**src/rtl/fifo_rd_stream_pkg.sv**
```systemverilog
// fifo_rd_stream_pkg
// Shared constants and types for the FIFO read-side stream consumer.
//   FIFO_DATA_WIDTH : default width of FIFO words and stream data
//   FIFO_RD_LATENCY : cycles from an accepted read enable to valid read data
//   BEAT_IDX_W      : width of the in-packet beat index
package fifo_rd_stream_pkg;

  localparam int FIFO_DATA_WIDTH = 8;
  localparam int FIFO_RD_LATENCY = 1;
  localparam int BEAT_IDX_W      = 8;

  typedef logic [BEAT_IDX_W-1:0] beat_idx_t;

  // The index of the final beat of a packet, truncated to the beat index
  // width so a 256-beat packet ends on 255.
  function automatic beat_idx_t last_beat_idx(input int pkt_len);
    return beat_idx_t'(pkt_len - 1);
  endfunction

endpackage

```
**src/rtl/fifo_rd_stream_if.sv**
```systemverilog
// fifo_rd_stream_if
// Bundles the FIFO read port and the outgoing valid/ready stream.
//   master : the stream consumer block (drives fifo_rd_en and the stream)
//   slave  : the environment (FIFO read side and downstream sink)
interface fifo_rd_stream_if
  import fifo_rd_stream_pkg::*;
#(
  parameter int DATA_WIDTH = FIFO_DATA_WIDTH
);

  logic                  fifo_empty;
  logic                  fifo_rd_en;
  logic [DATA_WIDTH-1:0] fifo_rd_data;
  logic                  m_valid;
  logic                  m_ready;
  logic [DATA_WIDTH-1:0] m_data;
  logic                  m_last;

  modport master (
    input  fifo_empty, fifo_rd_data, m_ready,
    output fifo_rd_en, m_valid, m_data, m_last
  );

  modport slave (
    output fifo_empty, fifo_rd_data, m_ready,
    input  fifo_rd_en, m_valid, m_data, m_last
  );

endinterface

```
**src/rtl/fifo_rd_stream_skid_buf.sv**
```systemverilog
// stream_skid_buf
// Two-entry registered valid/ready buffer (head + skid). The writer must
// never push into a full buffer; there is no in_ready.
//   clk, rst_n : clock and asynchronous active-low reset
//   in_valid   : write strobe, in_data captured on the next edge
//   out_valid  : head holds data (occ != 0)
//   out_ready  : downstream accepts head this cycle
//   out_data   : head register, no combinational input path
//   occ        : current occupancy, 0..2
module stream_skid_buf
  import fifo_rd_stream_pkg::*;
#(
  parameter int DATA_WIDTH = FIFO_DATA_WIDTH
) (
  input  logic                  clk,
  input  logic                  rst_n,
  input  logic                  in_valid,
  input  logic [DATA_WIDTH-1:0] in_data,
  input  logic                  out_ready,
  output logic                  out_valid,
  output logic [DATA_WIDTH-1:0] out_data,
  output logic [1:0]            occ
);

  logic [DATA_WIDTH-1:0] head_q, head_d;
  logic [DATA_WIDTH-1:0] skid_q, skid_d;
  logic [1:0]            occ_q, occ_d;
  logic [1:0]            occ_after_pop;
  logic                  pop;

  // Pop first, then decide where an incoming word lands: the head if it is
  // free once this cycle's pop has happened, otherwise the skid slot. When
  // popping a full buffer the skid word advances into the head, so a word
  // arriving in the same edge goes behind it and order is preserved.
  always_comb begin
    pop           = (occ_q != 2'd0) && out_ready;
    occ_after_pop = occ_q - {1'b0, pop};
    head_d        = head_q;
    skid_d        = skid_q;
    if (pop && (occ_q == 2'd2)) begin
      head_d = skid_q;
    end
    if (in_valid) begin
      if (occ_after_pop == 2'd0) begin
        head_d = in_data;
      end else begin
        skid_d = in_data;
      end
    end
    occ_d = occ_after_pop + {1'b0, in_valid};
  end

  always_ff @(posedge clk or negedge rst_n) begin
    if (!rst_n) begin
      head_q <= '0;
      skid_q <= '0;
      occ_q  <= 2'd0;
    end else begin
      head_q <= head_d;
      skid_q <= skid_d;
      occ_q  <= occ_d;
    end
  end

  assign out_valid = (occ_q != 2'd0);
  assign out_data  = head_q;
  assign occ       = occ_q;

endmodule

```
**src/rtl/fifo_rd_stream.sv**
```systemverilog
// fifo_rd_stream
// Read-side consumer of the dual-clock FIFO, entirely in the rclk domain.
// Issues FIFO reads, tracks the one-cycle read latency, buffers returning
// words in a two-entry skid buffer and frames the stream into PKT_LEN-beat
// packets.
//   rclk, rrst_n : read clock and asynchronous active-low reset
//   en           : allows new FIFO reads; buffered data drains regardless
//   bus          : FIFO read port (fifo_empty/fifo_rd_en/fifo_rd_data) and
//                  stream (m_valid/m_ready/m_data/m_last)
//   beat_idx     : index of the current head beat within its packet
//   pkt_cnt      : completed packets, wrapping
module fifo_rd_stream
  import fifo_rd_stream_pkg::*;
#(
  parameter int DATA_WIDTH = FIFO_DATA_WIDTH,
  parameter int PKT_LEN    = 4,
  parameter int CNT_WIDTH  = 16
) (
  input  logic                 rclk,
  input  logic                 rrst_n,
  input  logic                 en,
  fifo_rd_stream_if.master     bus,
  output logic [BEAT_IDX_W-1:0] beat_idx,
  output logic [CNT_WIDTH-1:0] pkt_cnt
);

  localparam beat_idx_t LAST_IDX = last_beat_idx(PKT_LEN);

  logic                 inflight_q, inflight_d;
  beat_idx_t            beat_idx_q, beat_idx_d;
  logic [CNT_WIDTH-1:0] pkt_cnt_q, pkt_cnt_d;
  logic [1:0]           occ;
  logic                 head_valid;
  logic                 pop;
  logic                 last;
  logic                 rd_en;
  logic [2:0]           committed;

  stream_skid_buf #(
    .DATA_WIDTH (DATA_WIDTH)
  ) u_skid_buf (
    .clk       (rclk),
    .rst_n     (rrst_n),
    .in_valid  (inflight_q),
    .in_data   (bus.fifo_rd_data),
    .out_ready (bus.m_ready),
    .out_valid (head_valid),
    .out_data  (bus.m_data),
    .occ       (occ)
  );

  // A read is issued only if the word it returns next cycle is guaranteed a
  // slot: buffered plus in-flight words, less this cycle's pop, must leave
  // room. Reads are suppressed while reset is held.
  always_comb begin
    pop        = head_valid && bus.m_ready;
    last       = head_valid && (beat_idx_q == LAST_IDX);
    committed  = {1'b0, occ} + {2'b00, inflight_q} - {2'b00, pop};
    rd_en      = rrst_n && en && !bus.fifo_empty && (committed < 3'd2);
    inflight_d = rd_en;
  end

  // Framing only advances on accepted beats, so stalls of any kind (en low,
  // empty FIFO, backpressure) leave the position in the packet untouched.
  always_comb begin
    beat_idx_d = beat_idx_q;
    pkt_cnt_d  = pkt_cnt_q;
    if (pop) begin
      if (beat_idx_q == LAST_IDX) begin
        beat_idx_d = '0;
        pkt_cnt_d  = pkt_cnt_q + {{(CNT_WIDTH-1){1'b0}}, 1'b1};
      end else begin
        beat_idx_d = beat_idx_q + 8'd1;
      end
    end
  end

  always_ff @(posedge rclk or negedge rrst_n) begin
    if (!rrst_n) begin
      inflight_q <= 1'b0;
      beat_idx_q <= '0;
      pkt_cnt_q  <= '0;
    end else begin
      inflight_q <= inflight_d;
      beat_idx_q <= beat_idx_d;
      pkt_cnt_q  <= pkt_cnt_d;
    end
  end

  assign bus.fifo_rd_en = rd_en;
  assign bus.m_valid    = head_valid;
  assign bus.m_last     = last;
  assign beat_idx       = beat_idx_q;
  assign pkt_cnt        = pkt_cnt_q;

endmodule

```
**src/flat_wrapper.sv**
```systemverilog
// flat-port wrapper written by rule: the top's interface ports become plain ports
module fifo_rd_stream_flat import fifo_rd_stream_pkg::*;
#(
  parameter int DATA_WIDTH = FIFO_DATA_WIDTH,
  parameter int PKT_LEN    = 4,
  parameter int CNT_WIDTH  = 16
)
  (rclk, rrst_n, en, beat_idx, pkt_cnt, bus_fifo_empty, bus_fifo_rd_data, bus_m_ready, bus_fifo_rd_en, bus_m_valid, bus_m_data, bus_m_last);
  fifo_rd_stream_if #(.DATA_WIDTH(DATA_WIDTH)) bus_i ();
  input  logic rclk;
  input  logic rrst_n;
  input  logic en;
  output logic [BEAT_IDX_W-1:0] beat_idx;
  output logic [CNT_WIDTH-1:0] pkt_cnt;
  input wire logic [$bits(bus_i.fifo_empty)-1:0] bus_fifo_empty;
  input wire logic [$bits(bus_i.fifo_rd_data)-1:0] bus_fifo_rd_data;
  input wire logic [$bits(bus_i.m_ready)-1:0] bus_m_ready;
  output wire logic [$bits(bus_i.fifo_rd_en)-1:0] bus_fifo_rd_en;
  output wire logic [$bits(bus_i.m_valid)-1:0] bus_m_valid;
  output wire logic [$bits(bus_i.m_data)-1:0] bus_m_data;
  output wire logic [$bits(bus_i.m_last)-1:0] bus_m_last;
  assign bus_i.fifo_empty = bus_fifo_empty;
  assign bus_i.fifo_rd_data = bus_fifo_rd_data;
  assign bus_i.m_ready = bus_m_ready;
  assign bus_fifo_rd_en = bus_i.fifo_rd_en;
  assign bus_m_valid = bus_i.m_valid;
  assign bus_m_data = bus_i.m_data;
  assign bus_m_last = bus_i.m_last;
  fifo_rd_stream #(.DATA_WIDTH(DATA_WIDTH), .PKT_LEN(PKT_LEN), .CNT_WIDTH(CNT_WIDTH)) u_core (.rclk(rclk), .rrst_n(rrst_n), .en(en), .bus(bus_i), .beat_idx(beat_idx), .pkt_cnt(pkt_cnt));
endmodule
```
**config.mk**
```make
export PLATFORM = sky130hd
export DESIGN_NAME = fifo_rd_stream_flat
export DESIGN_NICKNAME = d
export VERILOG_FILES = /design/src/rtl/fifo_rd_stream_pkg.sv /design/src/rtl/fifo_rd_stream_if.sv /design/src/rtl/fifo_rd_stream_skid_buf.sv /design/src/rtl/fifo_rd_stream.sv /design/src/flat_wrapper.sv
export SDC_FILE = /design/constraint.sdc
export NUM_CORES = 1
export LEC_CHECK = 0
export ABC_AREA = 1
export CAP_MARGIN = 20
export CORE_MARGIN = 2
export CORE_UTILIZATION = 39
export DETAILED_ROUTE_END_ITERATION = 7
export PLACE_DENSITY = 0.69
export SLEW_MARGIN = 10
export SYNTH_ARGS = -nofsm -noshare
export SYNTH_HDL_FRONTEND = slang
export SYNTH_SLANG_ARGS = --single-unit
```
**constraint.sdc**
```tcl
create_clock -name rclk -period 3.1 [get_ports rclk]
set_input_delay 0.775 -clock rclk [delete_from_list [all_inputs] [get_ports rclk]]
set_output_delay 0.775 -clock rclk [all_outputs]
set_load 0.02 [all_outputs]
```
# ---- Word-level counts from Yosys, hierarchy flattened
# Index checks and enable logic that the tools add are counted.
dict set report word_totals {
  register_bits 43
  input_bits 13
  output_inout_bits 35
  word_cells 31
}
dict set report classes {
  addsub 6
  magnitude_cmp 1
  eq_ne 2
  n_mux 4
  bitwise_logic 1
  reduce_logical 11
}
# operator n
set ops {}
lappend ops {{$mux W8} 4}
lappend ops {{$add A16 B1 Y16 const B} 1}
lappend ops {{$add A8 B1 Y8 const B} 1}
lappend ops {{$eq A8 B2 Y1 const B} 1}
lappend ops {{$logic_and A1 B1 Y1} 6}
lappend ops {{$reduce_and A2 Y1} 2}
lappend ops {{$add A2 B1 Y3} 1}
lappend ops {{$lt A3 B2 Y1 const B} 1}
lappend ops {{$sub A3 B1 Y3} 1}
lappend ops {{$add A2 B1 Y2} 1}
lappend ops {{$eq A2 B2 Y1 const B} 1}
lappend ops {{$logic_not A2 Y1} 1}
lappend ops {{$reduce_bool A2 Y1} 1}
lappend ops {{$sub A2 B1 Y2} 1}
lappend ops {{$logic_not A1 Y1} 1}
lappend ops {{$not A1 Y1} 1}

# ---- Longest topological paths before layout
dict set report depth {
  ltp_word 6
  mapped_depth 10
  depth_no_buf 9
}

# ---- Modules after synthesis
# A second synthesis with hierarchy kept.
dict set report unflattened {
  hier_cells 319
  area_unflattened_um2 2382.3
}
# mod n_inst cells_per_inst area_each_um2 seq_area_each_um2
set modules_own_cells {}
lappend modules_own_cells {fifo_rd_stream 1 208 1487.7 625.6}
lappend modules_own_cells {stream_skid_buf 1 111 894.6 450.4}

# ---- Least setup slack after synthesis
# OpenSTA, ideal clock, no wires.
dict set report synth_timing {
  kind {input-to-output}
  from {in bus_m_ready}
  to {out bus_fifo_rd_en}
  arrival_ps 2592
  required_ps 2325
  path_slack_ps -267
  stages 8
  n_path_buf 1
  cell_sequence {nand2_4 > clkinv_4 > buf_4 > nor2_1 > o21ai_0 > fa_1 > xor2_1 > nor4b_1}
}
dict set report synth_via {
  elab_chain_len 4
}
# element line
set synth_rtl {}
lappend synth_rtl {{start, declared} flat_wrapper.sv:17} ;# input wire logic [$bits(bus_i.m_ready)-1:0] bus_m_ready;
lappend synth_rtl {{$logic_and A1 B1 Y1} fifo_rd_stream.sv:56} ;# pop = head_valid && bus.m_ready;
lappend synth_rtl {{$sub A3 B1 Y3} fifo_rd_stream.sv:58} ;# committed = {1'b0, occ} + {2'b00, inflight_q} - {2'b00, pop};
lappend synth_rtl {{$lt A3 B2 Y1} fifo_rd_stream.sv:59} ;# rd_en = rrst_n && en && !bus.fifo_empty && (committed < 3'd2);
lappend synth_rtl {{$logic_and A1 B1 Y1} fifo_rd_stream.sv:59}
lappend synth_rtl {{end, declared} flat_wrapper.sv:18} ;# output wire logic [$bits(bus_i.fifo_rd_en)-1:0] bus_fifo_rd_en;
# No other way between the ends.

# ---- Final worst setup path
# Same ends and word-level chain as after synthesis.

==> out/qor.yml <==
crit_required_ps: 2320
period_minus_slack_ps: 3030
yosysSeqAreaShare: 0.467
die-area_sq_um: 6540
finalSetupTns_ps: 0
area_delta_synth_final_pct: 29.1
initial_core_util: 0.397
path_class: "in2out"
vias_per_cell: 4.81
synthTopCellsByCount: "nand2_1 (109), dfrtp_1 (43), inv_1 (29), nor2_1 (29)"
finalHoldViolCount: 0
synthFlopType: "dfrtp_1"
finalCritPeriodShare: 0.977
floorplan.core_area_sq_um: 5820
die_x_um: 80.9
clk_latency_ps: 290
grt_use_total: 0.174
fp-row-count: 28
cp_data_arrival_time_ps: 2250
status: "finished, final reports clean"
synth-edff-count: 0
synth.most_common_cell: "nand2_1"
max-slew-margin-rel: 0.633
syn-num-nets: 315
ir_drop_uv: 355
rsz0062_at_grt: "yes"
hold_buffers: 0
num_vias: 2075
path_max_fanout: 3
power_mw: 1.99
diodes: 0
synth_seq_cells: 43
final_nets: 372
drc: 0
grt_max_degree: 44
syn_area_sq_um: 2310
whs_path_depth: 2
grt_pass1_vias: 2026
antenna_found_initial: 0
p_leak_nw: 1.44
grt-ovfl-total: 0
synthTopCellsByArea: "dfrtp_1 (47%), nand2_1 (18%), inv_1 (4.7%)"
power_density_nw_per_um2: 668
slowest_stage: "fa_2"
finalSetupViolCount: 0
tightest_slew_ps: 550
cts_htree_levels: 2
synth_area_per_cell_sq_um: 7.74
routed_wl_um: 5150
ant_nets: 0
hp-class: "reg2reg"
clock_sinks: 43
cts-root-buf: "clkbuf_8"
synth_cell_types: 26
drt_iter0_drc: 116
wl_per_cell_um: 12.0
grt_pass1_wl_um: 9050
cts-buffers-inserted: 5
clkTransAtPathRegs_ps: 80
fmax_mhz: 330
firstDrtPassIters: 4
layout-drive-gt1-share: 0.0815
synth_warnings: 0
crit_chain: "clkdlybuf4s15_1 -> nand2_4 -> clkinv_4 -> nor2_1 -> o21ai_1 -> fa_2 -> xor2_1 -> nor4b_2 -> buf_2"
max-cap-violations: 0
dpl.hpwl_um: 3670
drv_slew: 0
whs_ps: 492
cpPeakStageDelay_ps: 340
synth_top_cell_by_area: "dfrtp_1"
io_buffers: 47
synthArstFlopShare: 1.00
pin_count: 48
die-height_um: 80.9
ff2ff_path_depth: 10
stdcell_count: 431
place_congestion: 0.840
cts_buffer_depth: 2
syn_inst: 298
cts_tree: "yes"
synth_top_area_share: 0.467
finClkSkew_ps: 5.96
worst_setup_path_start_kind: "primary input"
end_kind: "output pin"
dp.cells: 422
cells in the final DEF (no fill, tap or decap), drive strengths merged, types with 8 or more instances in the layout:
cell and count:
nand4 9, nor2 29, nand3 17, o21ai 18
a31oi 8, buf 12, clkdlybuf4s50 43, xnor2 8
dfrtp 43, inv 31, nand2 112
routing by layer:
layer  part of all wire  wire length, um  track usage
met5                  0                0            0
met4             0.0089               46       0.0407
met2               0.47             2450        0.302
met3              0.047              240       0.0400
met1               0.47             2420        0.221
metrics by stage:
| step | util | instance area, sq um | worst slack, ps |
|---|---|---|---|
| after floorplan | - | 2310 | 24.8 |
| after global placement | 0.496 | 2890 | -712 |
| after detailed placement | 0.496 | 2890 | -742 |
| after CTS | 0.511 | 2970 | 21.2 |
| after global routing | 0.512 | 2980 | -23.5 |
| final | 0.512 | 2980 | 71.8 |
sequential cells by signal (all words and copies together) (netlist names):
signal                      flops
u_core.beat_idx                 8
u_core.inflight_q               1
u_core.pkt_cnt                 16
u_core.u_skid_buf.occ           2
u_core.u_skid_buf.out_data      8
u_core.u_skid_buf.skid_q        8
worst paths after layout:
| kind | slack [ps] | to | start |
|---|---|---|---|
| setup / recovery | 70 | bus_fifo_rd_en | bus_m_ready |
| hold / removal | 490 | u_core.u_skid_buf.skid_q[0]$_DFFE_PN0P_ | u_core.u_skid_buf.skid_q[0]$_DFFE_PN0P_ |
| setup reg to reg | 1300 | u_core.inflight_q$_DFF_PN0_ | u_core.u_skid_buf.occ[0]$_DFF_PN0_ |
| hold reg to reg | 490 | u_core.u_skid_buf.skid_q[0]$_DFFE_PN0P_ | u_core.u_skid_buf.skid_q[0]$_DFFE_PN0P_ |
| max in group asynchronous | 2100 | u_core.u_skid_buf.skid_q[0]$_DFFE_PN0P_ | rrst_n |
| min in group asynchronous | 620 | u_core.pkt_cnt[6]$_DFFE_PN0P_ | rrst_n |
power by group:
part           internal (mW)  leakage (nW)  switching (mW)  total (mW)
Sequential             0.712         0.563           0.120       0.832
Combinational          0.361         0.830           0.445       0.806
Clock                  0.154        0.0477           0.195       0.349
repair_timing:
action	4_1_cts	5_1_grt
endpoints found under the setup margin	1	2
buffers inserted	1	0
endpoints found under the hold margin	0	0
pin swaps	2	1
gates resized for setup	9	1
layout make-up:
class / count / area [sq um]
Inverter: 32 / 125
Sequential cell: 43 / 1080
Tap cell: 75 / 93.8
Fill cell: 601 / 2840
Clock inverter: 3 / 15.0
Clock buffer: 5 / 68.8
Multi-Input combinational cell: 216 / 1060
Timing Repair Buffer: 57 / 538
critical path, delay by kind of cell:
| kind | cells | cell delay (ps) |
|---|---|---|
| compound gates | 1 | 80 |
| fa+ha+maj | 1 | 340 |
| buf+inv | 3 | 460 |
| xor+xnor | 1 | 160 |
| simple gates | 3 | 440 |
kinds of logic (layout without fill, tap and decap cells):
logic type	Yosys count	count (layout)	synth area share
flip-flops	43	43	0.467
adder cells (fa/ha/maj)	4	4	0.0250
AND/OR/NAND/NOR	172	172	0.319
XOR/XNOR	13	13	0.0494
AO/OA/AOI/OAI	27	27	0.0629
buffers and inverters	39	97	0.0776
(Power assumes the default switching activity.)
